`src/rtl/traffic_pkg.sv`:
```
// Shared state enumeration and lamp encoding for the traffic light controller.
package traffic_pkg;

  typedef enum logic [2:0] {
    S_GREEN  = 3'd0,
    S_YELLOW = 3'd1,
    S_RED    = 3'd2,
    S_WALK   = 3'd3,
    S_FLASH  = 3'd4
  } state_e;

  typedef struct packed {
    logic red;
    logic yellow;
    logic green;
    logic walk;
    logic flash;
    logic dont;
  } lamps_t;

  localparam lamps_t LAMPS_GREEN  = '{red: 1'b0, yellow: 1'b0, green: 1'b1, walk: 1'b0, flash: 1'b0, dont: 1'b1};
  localparam lamps_t LAMPS_YELLOW = '{red: 1'b0, yellow: 1'b1, green: 1'b0, walk: 1'b0, flash: 1'b0, dont: 1'b1};
  localparam lamps_t LAMPS_RED    = '{red: 1'b1, yellow: 1'b0, green: 1'b0, walk: 1'b0, flash: 1'b0, dont: 1'b1};
  localparam lamps_t LAMPS_WALK   = '{red: 1'b1, yellow: 1'b0, green: 1'b0, walk: 1'b1, flash: 1'b0, dont: 1'b0};
  localparam lamps_t LAMPS_FLASH  = '{red: 1'b1, yellow: 1'b0, green: 1'b0, walk: 1'b0, flash: 1'b1, dont: 1'b0};

  // Unknown encodings fall back to the all-stop lamp set.
  function automatic lamps_t lamp_encode(input state_e s);
    lamps_t l;
    case (s)
      S_GREEN:  l = LAMPS_GREEN;
      S_YELLOW: l = LAMPS_YELLOW;
      S_RED:    l = LAMPS_RED;
      S_WALK:   l = LAMPS_WALK;
      S_FLASH:  l = LAMPS_FLASH;
      default:  l = LAMPS_RED;
    endcase
    return l;
  endfunction

endpackage

```
`src/rtl/phase_timer.sv`:
```
// Tick-enabled phase counter; expire fires on the tick that completes 'limit' ticks.
module phase_timer #(
  parameter int CNT_W = 8
) (
  input  logic             clk,
  input  logic             reset,
  input  logic             clear,
  input  logic             tick,
  input  logic [CNT_W-1:0] limit,
  output logic             expire
);

  logic [CNT_W-1:0] cnt_q;
  logic [CNT_W-1:0] cnt_d;

  always_comb begin
    expire = tick && (cnt_q == (limit - CNT_W'(1)));
  end

  always_comb begin
    cnt_d = cnt_q;
    if (clear) begin
      cnt_d = {CNT_W{1'b0}};
    end else if (tick) begin
      cnt_d = cnt_q + CNT_W'(1);
    end else begin
      cnt_d = cnt_q;
    end
  end

  always_ff @(posedge clk) begin
    if (reset) begin
      cnt_q <= {CNT_W{1'b0}};
    end else begin
      cnt_q <= cnt_d;
    end
  end

endmodule

```
`src/rtl/traffic_ctrl.sv`:
```
// Traffic light controller with optional pedestrian phases (macro TRAFFIC_CTRL_PED_EN).
// All lamp outputs and ped_pending are registered.
module traffic_ctrl
  import traffic_pkg::*;
#(
  parameter int GREEN_TICKS  = 4,
  parameter int YELLOW_TICKS = 3,
  parameter int RED_TICKS    = 10,
  parameter int WALK_TICKS   = 5,
  parameter int FLASH_TICKS  = 3,
  parameter int CNT_W        = 8
) (
  input  logic clk,
  input  logic reset,
  input  logic tick,
  input  logic ped_req,
  output logic red,
  output logic yellow,
  output logic green,
  output logic walk,
  output logic flash,
  output logic dont,
  output logic ped_pending
);

  localparam int MAX_TICKS = (1 << CNT_W) - 1;

  if (GREEN_TICKS < 1 || GREEN_TICKS > MAX_TICKS) begin : g_bad_green
    $error("traffic_ctrl: GREEN_TICKS out of range 1..2^CNT_W-1");
  end
  if (YELLOW_TICKS < 1 || YELLOW_TICKS > MAX_TICKS) begin : g_bad_yellow
    $error("traffic_ctrl: YELLOW_TICKS out of range 1..2^CNT_W-1");
  end
  if (RED_TICKS < 1 || RED_TICKS > MAX_TICKS) begin : g_bad_red
    $error("traffic_ctrl: RED_TICKS out of range 1..2^CNT_W-1");
  end
  if (WALK_TICKS < 1 || WALK_TICKS > MAX_TICKS) begin : g_bad_walk
    $error("traffic_ctrl: WALK_TICKS out of range 1..2^CNT_W-1");
  end
  if (FLASH_TICKS < 1 || FLASH_TICKS > MAX_TICKS) begin : g_bad_flash
    $error("traffic_ctrl: FLASH_TICKS out of range 1..2^CNT_W-1");
  end

  state_e           state_q, state_d;
  logic             ped_pending_q, ped_pending_d;
  lamps_t           lamps_q, lamps_d;
  logic [CNT_W-1:0] limit_s;
  logic             expire_s;

  always_comb begin
    case (state_q)
      S_GREEN:  limit_s = CNT_W'(GREEN_TICKS);
      S_YELLOW: limit_s = CNT_W'(YELLOW_TICKS);
      S_RED:    limit_s = CNT_W'(RED_TICKS);
      S_WALK:   limit_s = CNT_W'(WALK_TICKS);
      S_FLASH:  limit_s = CNT_W'(FLASH_TICKS);
      default:  limit_s = CNT_W'(RED_TICKS);
    endcase
  end

  // Every expiry is a state change, so expiry doubles as the counter clear.
  phase_timer #(.CNT_W(CNT_W)) u_timer (
    .clk    (clk),
    .reset  (reset),
    .clear  (expire_s),
    .tick   (tick),
    .limit  (limit_s),
    .expire (expire_s)
  );

  always_comb begin
    state_d = state_q;
    if (expire_s) begin
      case (state_q)
        S_GREEN:  state_d = S_YELLOW;
        S_YELLOW: state_d = S_RED;
`ifdef TRAFFIC_CTRL_PED_EN
        S_RED:    state_d = ped_pending_q ? S_WALK : S_GREEN;
        S_WALK:   state_d = S_FLASH;
        S_FLASH:  state_d = S_GREEN;
`else
        S_RED:    state_d = S_GREEN;
`endif
        default:  state_d = S_RED;
      endcase
    end else begin
      state_d = state_q;
    end
  end

  // Entering WALK serves the request and wins over a simultaneous press.
  always_comb begin
    ped_pending_d = ped_pending_q;
`ifdef TRAFFIC_CTRL_PED_EN
    if (state_d == S_WALK && state_q != S_WALK) begin
      ped_pending_d = 1'b0;
    end else if (ped_req && (state_q == S_GREEN || state_q == S_YELLOW || state_q == S_RED)) begin
      ped_pending_d = 1'b1;
    end else begin
      ped_pending_d = ped_pending_q;
    end
`else
    ped_pending_d = 1'b0;
`endif
  end

  always_comb begin
    lamps_d = lamp_encode(state_d);
`ifndef TRAFFIC_CTRL_PED_EN
    lamps_d.walk  = 1'b0;
    lamps_d.flash = 1'b0;
    lamps_d.dont  = 1'b1;
`endif
  end

  always_ff @(posedge clk) begin
    if (reset) begin
      state_q       <= S_RED;
      ped_pending_q <= 1'b0;
      lamps_q       <= LAMPS_RED;
    end else begin
      state_q       <= state_d;
      ped_pending_q <= ped_pending_d;
      lamps_q       <= lamps_d;
    end
  end

  assign red         = lamps_q.red;
  assign yellow      = lamps_q.yellow;
  assign green       = lamps_q.green;
  assign walk        = lamps_q.walk;
  assign flash       = lamps_q.flash;
  assign dont        = lamps_q.dont;
  assign ped_pending = ped_pending_q;

endmodule

```
`config.mk`:
```
export PLATFORM = sky130hd
export DESIGN_NAME = traffic_ctrl
export DESIGN_NICKNAME = d
export VERILOG_FILES = /design/src/rtl/traffic_pkg.sv /design/src/rtl/phase_timer.sv /design/src/rtl/traffic_ctrl.sv
export SDC_FILE = /design/constraint.sdc
export NUM_CORES = 1
export LEC_CHECK = 0
export BUFFER_PORTS_ARGS = -buffer_cell sky130_fd_sc_hd__buf_2
export CORE_MARGIN = 2
export CORE_UTILIZATION = 45
export DETAILED_ROUTE_END_ITERATION = 7
export PLACE_DENSITY = 0.69
export RECOVER_POWER = 50
export SLEW_MARGIN = 10
export SYNTH_ARGS = -nofsm -noshare
export SYNTH_HDL_FRONTEND = slang
export SYNTH_SLANG_ARGS = --single-unit
```
`constraint.sdc`:
```
create_clock -name clk -period 2.75 [get_ports clk]
set_clock_uncertainty 0.05 [all_clocks]
set_input_delay 0.1375 -clock clk [delete_from_list [all_inputs] [get_ports clk]]
set_output_delay 0.1375 -clock clk [all_outputs]
set_load 0.05 [all_outputs]
```
==> qor.txt, run 1 <==
DR WL/cell = 12.02 um
area grow syn2layout = 0.3225%
status = completed
postcts setup bufs = 0
post-cts sizing count = 0
pin count of the biggest net entering global routing = 14
final wirelength = 1262 um
clk sink count = 14
hold crit path type = input pin to flip-flop
clock-pin slew on the worst setup and hold paths = 0.08 ns
Seq. cell area = 280.3 um2
antenna violations before repair = 0
Detail Route Antenna Nets = 0
largest fanout on the critical path = 11
Leakage = 0.3240 nW
Finish-stage setup viols = 0
DRC = 0
routed via count = 561
Synth area leaders = dfxtp_1 (36%), mux2i_1 (9.0%), xor2_1 (7.9%)
critical path endpoint category = flip-flop
actual slew at the worst max-slew pin = 0.7040 ns
Final GP Congestion = 0.7508
type of the worst setup path = flip-flop to flip-flop
cell area after synthesis = 775.7 um2
Overall Power = 0.5505 mW
Syn Inst Count = 86
Core Footprint = 0.001670 mm2
Seq cells post-synth = 14
Fmax = 407.9 MHz
post-synthesis sequential area ratio = 36.13%
CTS buffer count = 3
Die ar. = 0.002072 mm2
yosys warns = 0
placed wire-length estimate = 878.7 um
maximum VDD drop = 0.4072 mV
post-synthesis cell type count = 29
die height = 45.52 um
Tcrit/Tclk final = 89.14%
Tmin final = 2.451 ns
Slew Limit Headroom = 52.57%
RSZ-0062 raised after global routing = false
worst path required time = 2.91 ns
Clock Latency Late Sink = 0.28 ns
TNS Setup = 0 ns
mean post-synth cell area = 9.020 um2
first-pass GRT wire length = 2208 um
DRT iter0 DRCs = 10
Vias/cell = 5.343
ANT cells = 0
max-slew violation count = 0
Hold Buf Count CTS = 0
area share of the largest cell type after synthesis = 36.13%
cell taking the most area after synthesis = dfxtp_1
max-cap violations = 0
Fillers = 172
Final Hold Viols = 0
Max clock buf depth = 2
layout cells sized above 1 = 10.23%
CTS root buffer = clkbuf_4
# H-tree levels = 1
startpoint types = flip-flop
area taken by multi-input logic gates = 415.4 um2
die width = 45.52 um
I/O Buffers = 5
number of detailed-route iterations in the first pass = 4
Starting Density = 46.44%
I/O Pins = 11
number of cell rows = 15
critical path arrival = 2.62 ns
CTS tree = built
GRT Total Usage = 15.00%
# nets final = 95
Power Density = 707.4 mW/mm2
grt ovf = 0
Util after Layout = 46.59%
vias in the first global route = 484
-- Yosys cell counts --
master     n
o31ai_1    1
and4_1     1
dfxtp_1   14
inv_1      1
nand3_1    2
nor4_1     1
a211oi_1   1
buf_6      1
xor2_1     7
or2_2      1
nor3_1    10
a21oi_1    4
o21a_1     1
nor2b_1    1
ha_1       2
and3_2     1
o21ai_0    1
or2b_2     1
conb_1     2
nand2_1    8
a311oi_1   1
nand4_1    2
o21ai_1    1
mux2i_1    7
nor2_1     3
clkbuf_8   2
xnor2_1    2
nor3b_1    1
buf_4      6
-- cell families (layout without fill, tap and decap cells) --
kind of cell	Yosys count	after routing	synth area share, %
and+or+nand+nor	32	32	21.29
DFF	14	14	36.13
AOI/OAI and AO/OA	10	10	7.903
buffers and inverters	10	10	11.29
xor gates and xnor gates	9	9	10.16
muxes	7	7	9.033
adders and majority gates	2	2	3.225
other	2	4	0.9681
-- stage by stage --
| stage | setup slack, ns | instances | instance area [um2] | hold WS, ns |
|---|---|---|---|---|
| 4_1_cts | 0.2832 | 105 | 782.0 | 0.1432 |
| 6_report | 0.2986 | 105 | 778.2 | 0.1621 |
| 3_3_place_gp | 0.4153 | 101 | 745.7 | 0.4547 |
| 3_5_place_dp | 0.3145 | 101 | 745.7 | 0.4534 |
| 2_1_floorplan | 0.6535 | 88 | 783.3 | 0.2642 |
| 5_1_grt | 0.07801 | 105 | 778.2 | 0.1546 |
-- cell type report --
| cell class | instances | area share (%) |
|---|---|---|
| timing repair buffer | 5 | 2.733 |
| sequential | 14 | 36.01 |
| inverter | 1 | 0.4823 |
| multi-input combinational | 64 | 53.38 |
| clock buffer | 4 | 4.662 |
| tap | 17 | 2.733 |
-- per-layer routing --
| metal | routed length (um) | share of wire (%) | GRT usage, % |
|---|---|---|---|
| met3 | 54 | 4.3 | 7.143 |
| met4 | 0 | 0 | 7.059 |
| met5 | 0 | 0 | 0 |
| met2 | 566 | 45 | 20.85 |
| met1 | 640 | 51 | 19.28 |
-- path summary, 6_finish.rpt --
kind	from	endpoint	slack (ns)	cells past startpoint
worst max-delay path	state_q[0]	green	0.30	8
worst min-delay path	reset	state_q[2]	0.16	2
worst max register to register	state_q[0]	green	0.30	8
worst min register to register	u_timer.cnt_q[7]	u_timer.cnt_q[7]	0.52	2
-- flip-flops by register name, summed over array words and instances, names as in the netlist --
| name | cells |
|---|---|
| green | 1 |
| red | 1 |
| state_q | 3 |
| u_timer.cnt_q | 8 |
| yellow | 1 |
-- placed cells by master, fill, tap and decap left out, types with 2 or more instances in the layout --
cell	n
ha_1	2
nand4_1	2
clkbuf_4	3
dfxtp_1	14
nor2_1	3
clkbuf_1	3
buf_2	2
a21oi_1	4
nor3_1	10
xor2_1	7
mux2i_1	7
conb_1	4
nand2_1	8
o21ai_0	2
xnor2_1	2
nand3_1	2
-- power breakdown --
part / total, mW / internal (mW) / switching, mW
combinational: 0.163 / 0.0550 / 0.108
clock: 0.145 / 0.0805 / 0.0645
sequential: 0.243 / 0.221 / 0.0222
-- worst max-delay path, stage by stage (launching register included) --
cell and delay, ns:
dfxtp_1 0.42, or2_2 0.31, a21oi_1 0.14, ha_1 0.17, xor2_1 0.25, a21oi_1 0.07
a311oi_1 0.35, o21a_1 0.40, mux2i_1 0.22
Note: power is estimated with default switching activity, not from simulation.
==> run 2: changes to the inputs <==
- CTS_BUF_LIST: not set -> sky130_fd_sc_hd__clkbuf_8
==> qor.txt, run 2 (synthesis results as in run 1) <==
status = completed
grt ovf = 0
clock-pin slew on the worst setup and hold paths = 0.06 ns
Detail Route Antenna Nets = 0
Util after Layout = 47.72%
worst path required time = 2.87 ns
pin count of the biggest net entering global routing = 14
hold path depth = 3
routed via count = 558
DRT iter0 DRCs = 10
worst slack at placement = 0.3145 ns
post-layout worst setup margin = 0.3070 ns
postcts setup bufs = 0
Worst Hold Launch = tick
I/O Buffers = 5
Largest stage delay, worst path = 0.41 ns
post-cts sizing count = 0
placed wire-length estimate = 878.7 um
Vias/cell = 5.314
R2R Setup Slk = 0.31 ns
first-pass GRT wire length = 2159 um
max-cap violations = 0
Seq. cell area = 280.3 um2
actual slew at the worst max-slew pin = 0.7040 ns
Worst path slowest cell = dfxtp_1
type of the worst setup path = flip-flop to flip-flop
RR Endpoint = green
critical path arrival = 2.57 ns
CTS tree = built
Clock Latency Late Sink = 0.24 ns
RSZ-0062 raised after global routing = false
# H-tree levels = 1
final wirelength = 1248 um
crit path cell chain = or2_2 -> a21oi_1 -> ha_1 -> xor2_1 -> a21oi_1 -> a311oi_1 -> o21a_1 -> mux2i_1
Starting Density = 46.44%
Die ar. = 0.002072 mm2
area grow syn2layout = 2.742%
area taken by multi-input logic gates = 415.4 um2
reg-to-reg startpoint = state_q[0]
die width = 45.52 um
DRC = 0
Crit path top cell by count = a21oi_1
most frequent cells in the layout = dfxtp_1 (14), nor3_1 (10), nand2_1 (8)
DR WL/cell = 11.89 um
Overall Power = 0.6010 mW
Tcrit/Tclk final = 88.84%
max reg flops = 8
I/O Pins = 11
CTS buffer count = 3
biggest regs = u_timer.cnt_q x8, state_q x3
critical path endpoint category = flip-flop
Max clock buf depth = 2
final instance area = 797.0 um2
largest fanout on the critical path = 11
Final Hold Viols = 0
antenna violations before repair = 0
layout cells sized above 1 = 10.23%
number of detailed-route iterations in the first pass = 4
Largest Register = u_timer.cnt_q
Fmax = 409.3 MHz
Power Density = 754.1 mW/mm2
Hold Path End = u_timer.cnt_q[0]
Tmin final = 2.443 ns
clk sink count = 14
GRT Total Usage = 14.02%
ANT cells = 0
Area after DPL = 745.7 um2
hold crit path type = input pin to flip-flop
Hold Buf Count CTS = 0
most common cell after layout, fill and taps aside = dfxtp_1
Slew Limit Headroom = 52.57%
Final GP Congestion = 0.7508
max-slew violation count = 0
TNS Setup = 0 ns
number of cell rows = 15
worst reg-to-reg path cell count = 8
die height = 45.52 um
maximum VDD drop = 0.4538 mV
CTS root buffer = clkbuf_8
vias in the first global route = 484
startpoint types = flip-flop
Leakage = 0.3318 nW
Finish-stage setup viols = 0
# nets final = 95
Core Footprint = 0.001670 mm2
Fillers = 171
[run 2: cell counts in the layout (fill, tap and decap cells not counted)]
Identical to the previous run, type by type.
[run 2: final cells by class]
| class | count | area share [%] |
|---|---|---|
| timing repair buffer | 5 | 2.669 |
| multi-input combinational | 64 | 52.12 |
| tap | 17 | 2.669 |
| inverter | 1 | 0.4710 |
| sequential | 14 | 35.16 |
| clock buffer | 4 | 6.907 |
[run 2: layer usage]
metal,global-route usage [%],up-vias,share of wire (%)
li1,-,294,-
met1,19.28,254,51
met2,20.85,8,45
met3,4.762,2,4.0
met4,3.529,0,0.32
met5,0,-,0
[run 2: worst max path at each step]
stage                     slack (ns)  startpoint    end
after global placement          0.42  state_q[0]  green
final                           0.31  state_q[0]  green
after detailed placement        0.31  state_q[0]  green
after global routing            0.09  state_q[0]  green
after floorplan                 0.65  state_q[1]  green
after CTS                       0.29  state_q[0]  green
[run 2: report_power, final]
| part | total, mW | internal, mW | switching [mW] |
|---|---|---|---|
| clock network | 0.195 | 0.127 | 0.0686 |
| registers | 0.243 | 0.221 | 0.0222 |
| logic | 0.162 | 0.0549 | 0.107 |
| total | 0.601 | 0.403 | 0.198 |
[run 2: worst max-delay path: cells and delay by family, from the launching register on]
| family | cells | cell delay (ns) |
|---|---|---|
| multiplexers | 1 | 0.22 |
| AO/OA/AOI/OAI | 4 | 0.95 |
| flip-flops | 1 | 0.41 |
| adder cells (fa/ha/maj) | 1 | 0.17 |
| AND/OR/NAND/NOR | 1 | 0.31 |
| XOR/XNOR | 1 | 0.25 |
[run 2: per-stage QoR]
step | std cells | hold slack (ns)
detailed placement | 101 | 0.4534
finish | 105 | 0.2024
floorplan | 88 | 0.2642
global placement | 101 | 0.4547
global route | 105 | 0.2210
CTS | 105 | 0.1947
==> run 3: changes to the inputs <==
- CORE_MARGIN: 2 -> 1.5
==> qor.txt, run 3 (synthesis results as in run 1) <==
R2R Setup Slk = 0.35 ns
grt ovf = 0
Final GP Congestion = 0.7949
antenna violations before repair = 0
maximum VDD drop = 0.5248 mV
type of the worst setup path = flip-flop to flip-flop
largest fanout on the critical path = 11
layout cells sized above 1 = 10.23%
most common cell after layout, fill and taps aside = dfxtp_1
Finish-stage setup viols = 0
hold crit path type = input pin to flip-flop
die width = 44.52 um
I/O Pins = 11
clock-pin slew on the worst setup and hold paths = 0.06 ns
Tmin final = 2.396 ns
status = finished, violations left
max-slew violation count = 0
placed wire-length estimate = 856.3 um
Final Hold Viols = 0
Slew Limit Headroom = 52.02%
Starting Density = 49.76%
placed cells = 100
max reg flops = 8
Max clock buf depth = 2
post-cts sizing count = 0
startpoint types = flip-flop
Vias/cell = 5.423
biggest regs = u_timer.cnt_q x8, state_q x3
crit path cell chain = or2_2 -> a21oi_1 -> ha_1 -> xor2_1 -> nand3_1 -> a211oi_1 -> o21a_1 -> mux2i_1
CP bufs+invs = 0
actual slew at the worst max-slew pin = 0.7122 ns
Core Footprint = 0.001559 mm2
vias in the first global route = 461
area grow syn2layout = 2.581%
worst path required time = 2.88 ns
CTS buffer count = 3
Fmax = 417.4 MHz
Detail Route Antenna Nets = 0
pin count of the biggest net entering global routing = 14
critical path arrival = 2.52 ns
Die ar. = 0.001982 mm2
final wirelength = 1204 um
failing checks = DRC
DRT iter0 DRCs = 7
Leakage = 0.3318 nW
clk sink count = 14
Largest stage delay, worst path = 0.42 ns
routed via count = 564
GRT Total Usage = 13.45%
max-cap violations = 0
most frequent cells in the layout = dfxtp_1 (14), nor3_1 (10), nand2_1 (8)
Largest Register = u_timer.cnt_q
postcts setup bufs = 0
# H-tree levels = 1
# nets final = 95
CTS tree = built
non-filler instance count after layout = 104
Hold Buf Count CTS = 0
critical path endpoint category = flip-flop
TNS Setup = 0 ns
DRC = 1
Clock Latency Late Sink = 0.24 ns
Worst path slowest cell = o21a_1
CP delay by family, top = compound AO/OA/AOI/OAI gates
DR WL/cell = 11.58 um
CTS root buffer = clkbuf_8
number of cell rows = 14
Power Density = 758.0 mW/mm2
number of detailed-route iterations in the first pass = 5
Tcrit/Tclk final = 87.11%
I/O Buffers = 5
die height = 44.52 um
ANT cells = 0
first-pass GRT wire length = 1918 um
RSZ-0062 raised after global routing = false
-- run 3: cell counts in the layout (fill, tap and decap cells not counted) --
Identical to the previous run, type by type.
-- run 3: path summary, 6_finish.rpt --
kind	from	endpoint	cells past startpoint
min reg2reg	u_timer.cnt_q[7]	u_timer.cnt_q[7]	2
max reg2reg	state_q[0]	green	8
min	tick	u_timer.cnt_q[0]	3
max	state_q[0]	green	8
-- run 3: area by class of cell --
type	count	area, um2
Clock buffer	4	55.05
Fill cell	149	763.2
Inverter	1	3.754
Multi-Input combinational cell	64	415.4
Sequential cell	14	280.3
Tap cell	16	20.02
Timing Repair Buffer	5	21.27
-- run 3: layer usage --
| metal | vias to the layer above | wire length, um | global-route usage (%) | share of wire, % |
|---|---|---|---|---|
| met2 | 8 | 562 | 21.74 | 47 |
| met3 | 0 | 43 | 4.898 | 3.6 |
| li1 | 299 | - | - | - |
| met1 | 257 | 598 | 16.00 | 50 |
| met5 | - | 0 | 0 | 0 |
| met4 | 0 | 0 | 5.455 | 0 |
-- run 3: where the power goes --
group	internal [mW]	switching, mW	total [mW]
registers	0.221	0.0211	0.242
logic	0.0549	0.107	0.162
clock network	0.127	0.0720	0.199
total	0.403	0.200	0.603
-- run 3: worst min-delay path, cell delays in order --
cell	delay, ns
buf_2	0.15
xnor2_1	0.12
nor3_1	0.04
-- run 3: metrics by stage --
step	hold WS [ns]	setup WS [ns]	area, um2	power, mW	util, %
2_1_floorplan	0.2642	0.6535	783.3	0.4007	-
3_3_place_gp	0.4417	0.3809	744.5	0.4106	47.75
3_5_place_dp	0.4495	0.3488	744.5	0.4136	47.75
4_1_cts	0.1898	0.3340	799.5	0.6123	51.28
5_1_grt	0.2137	0.1461	795.8	0.6353	51.04
6_report	0.1965	0.3544	795.8	0.6032	51.04
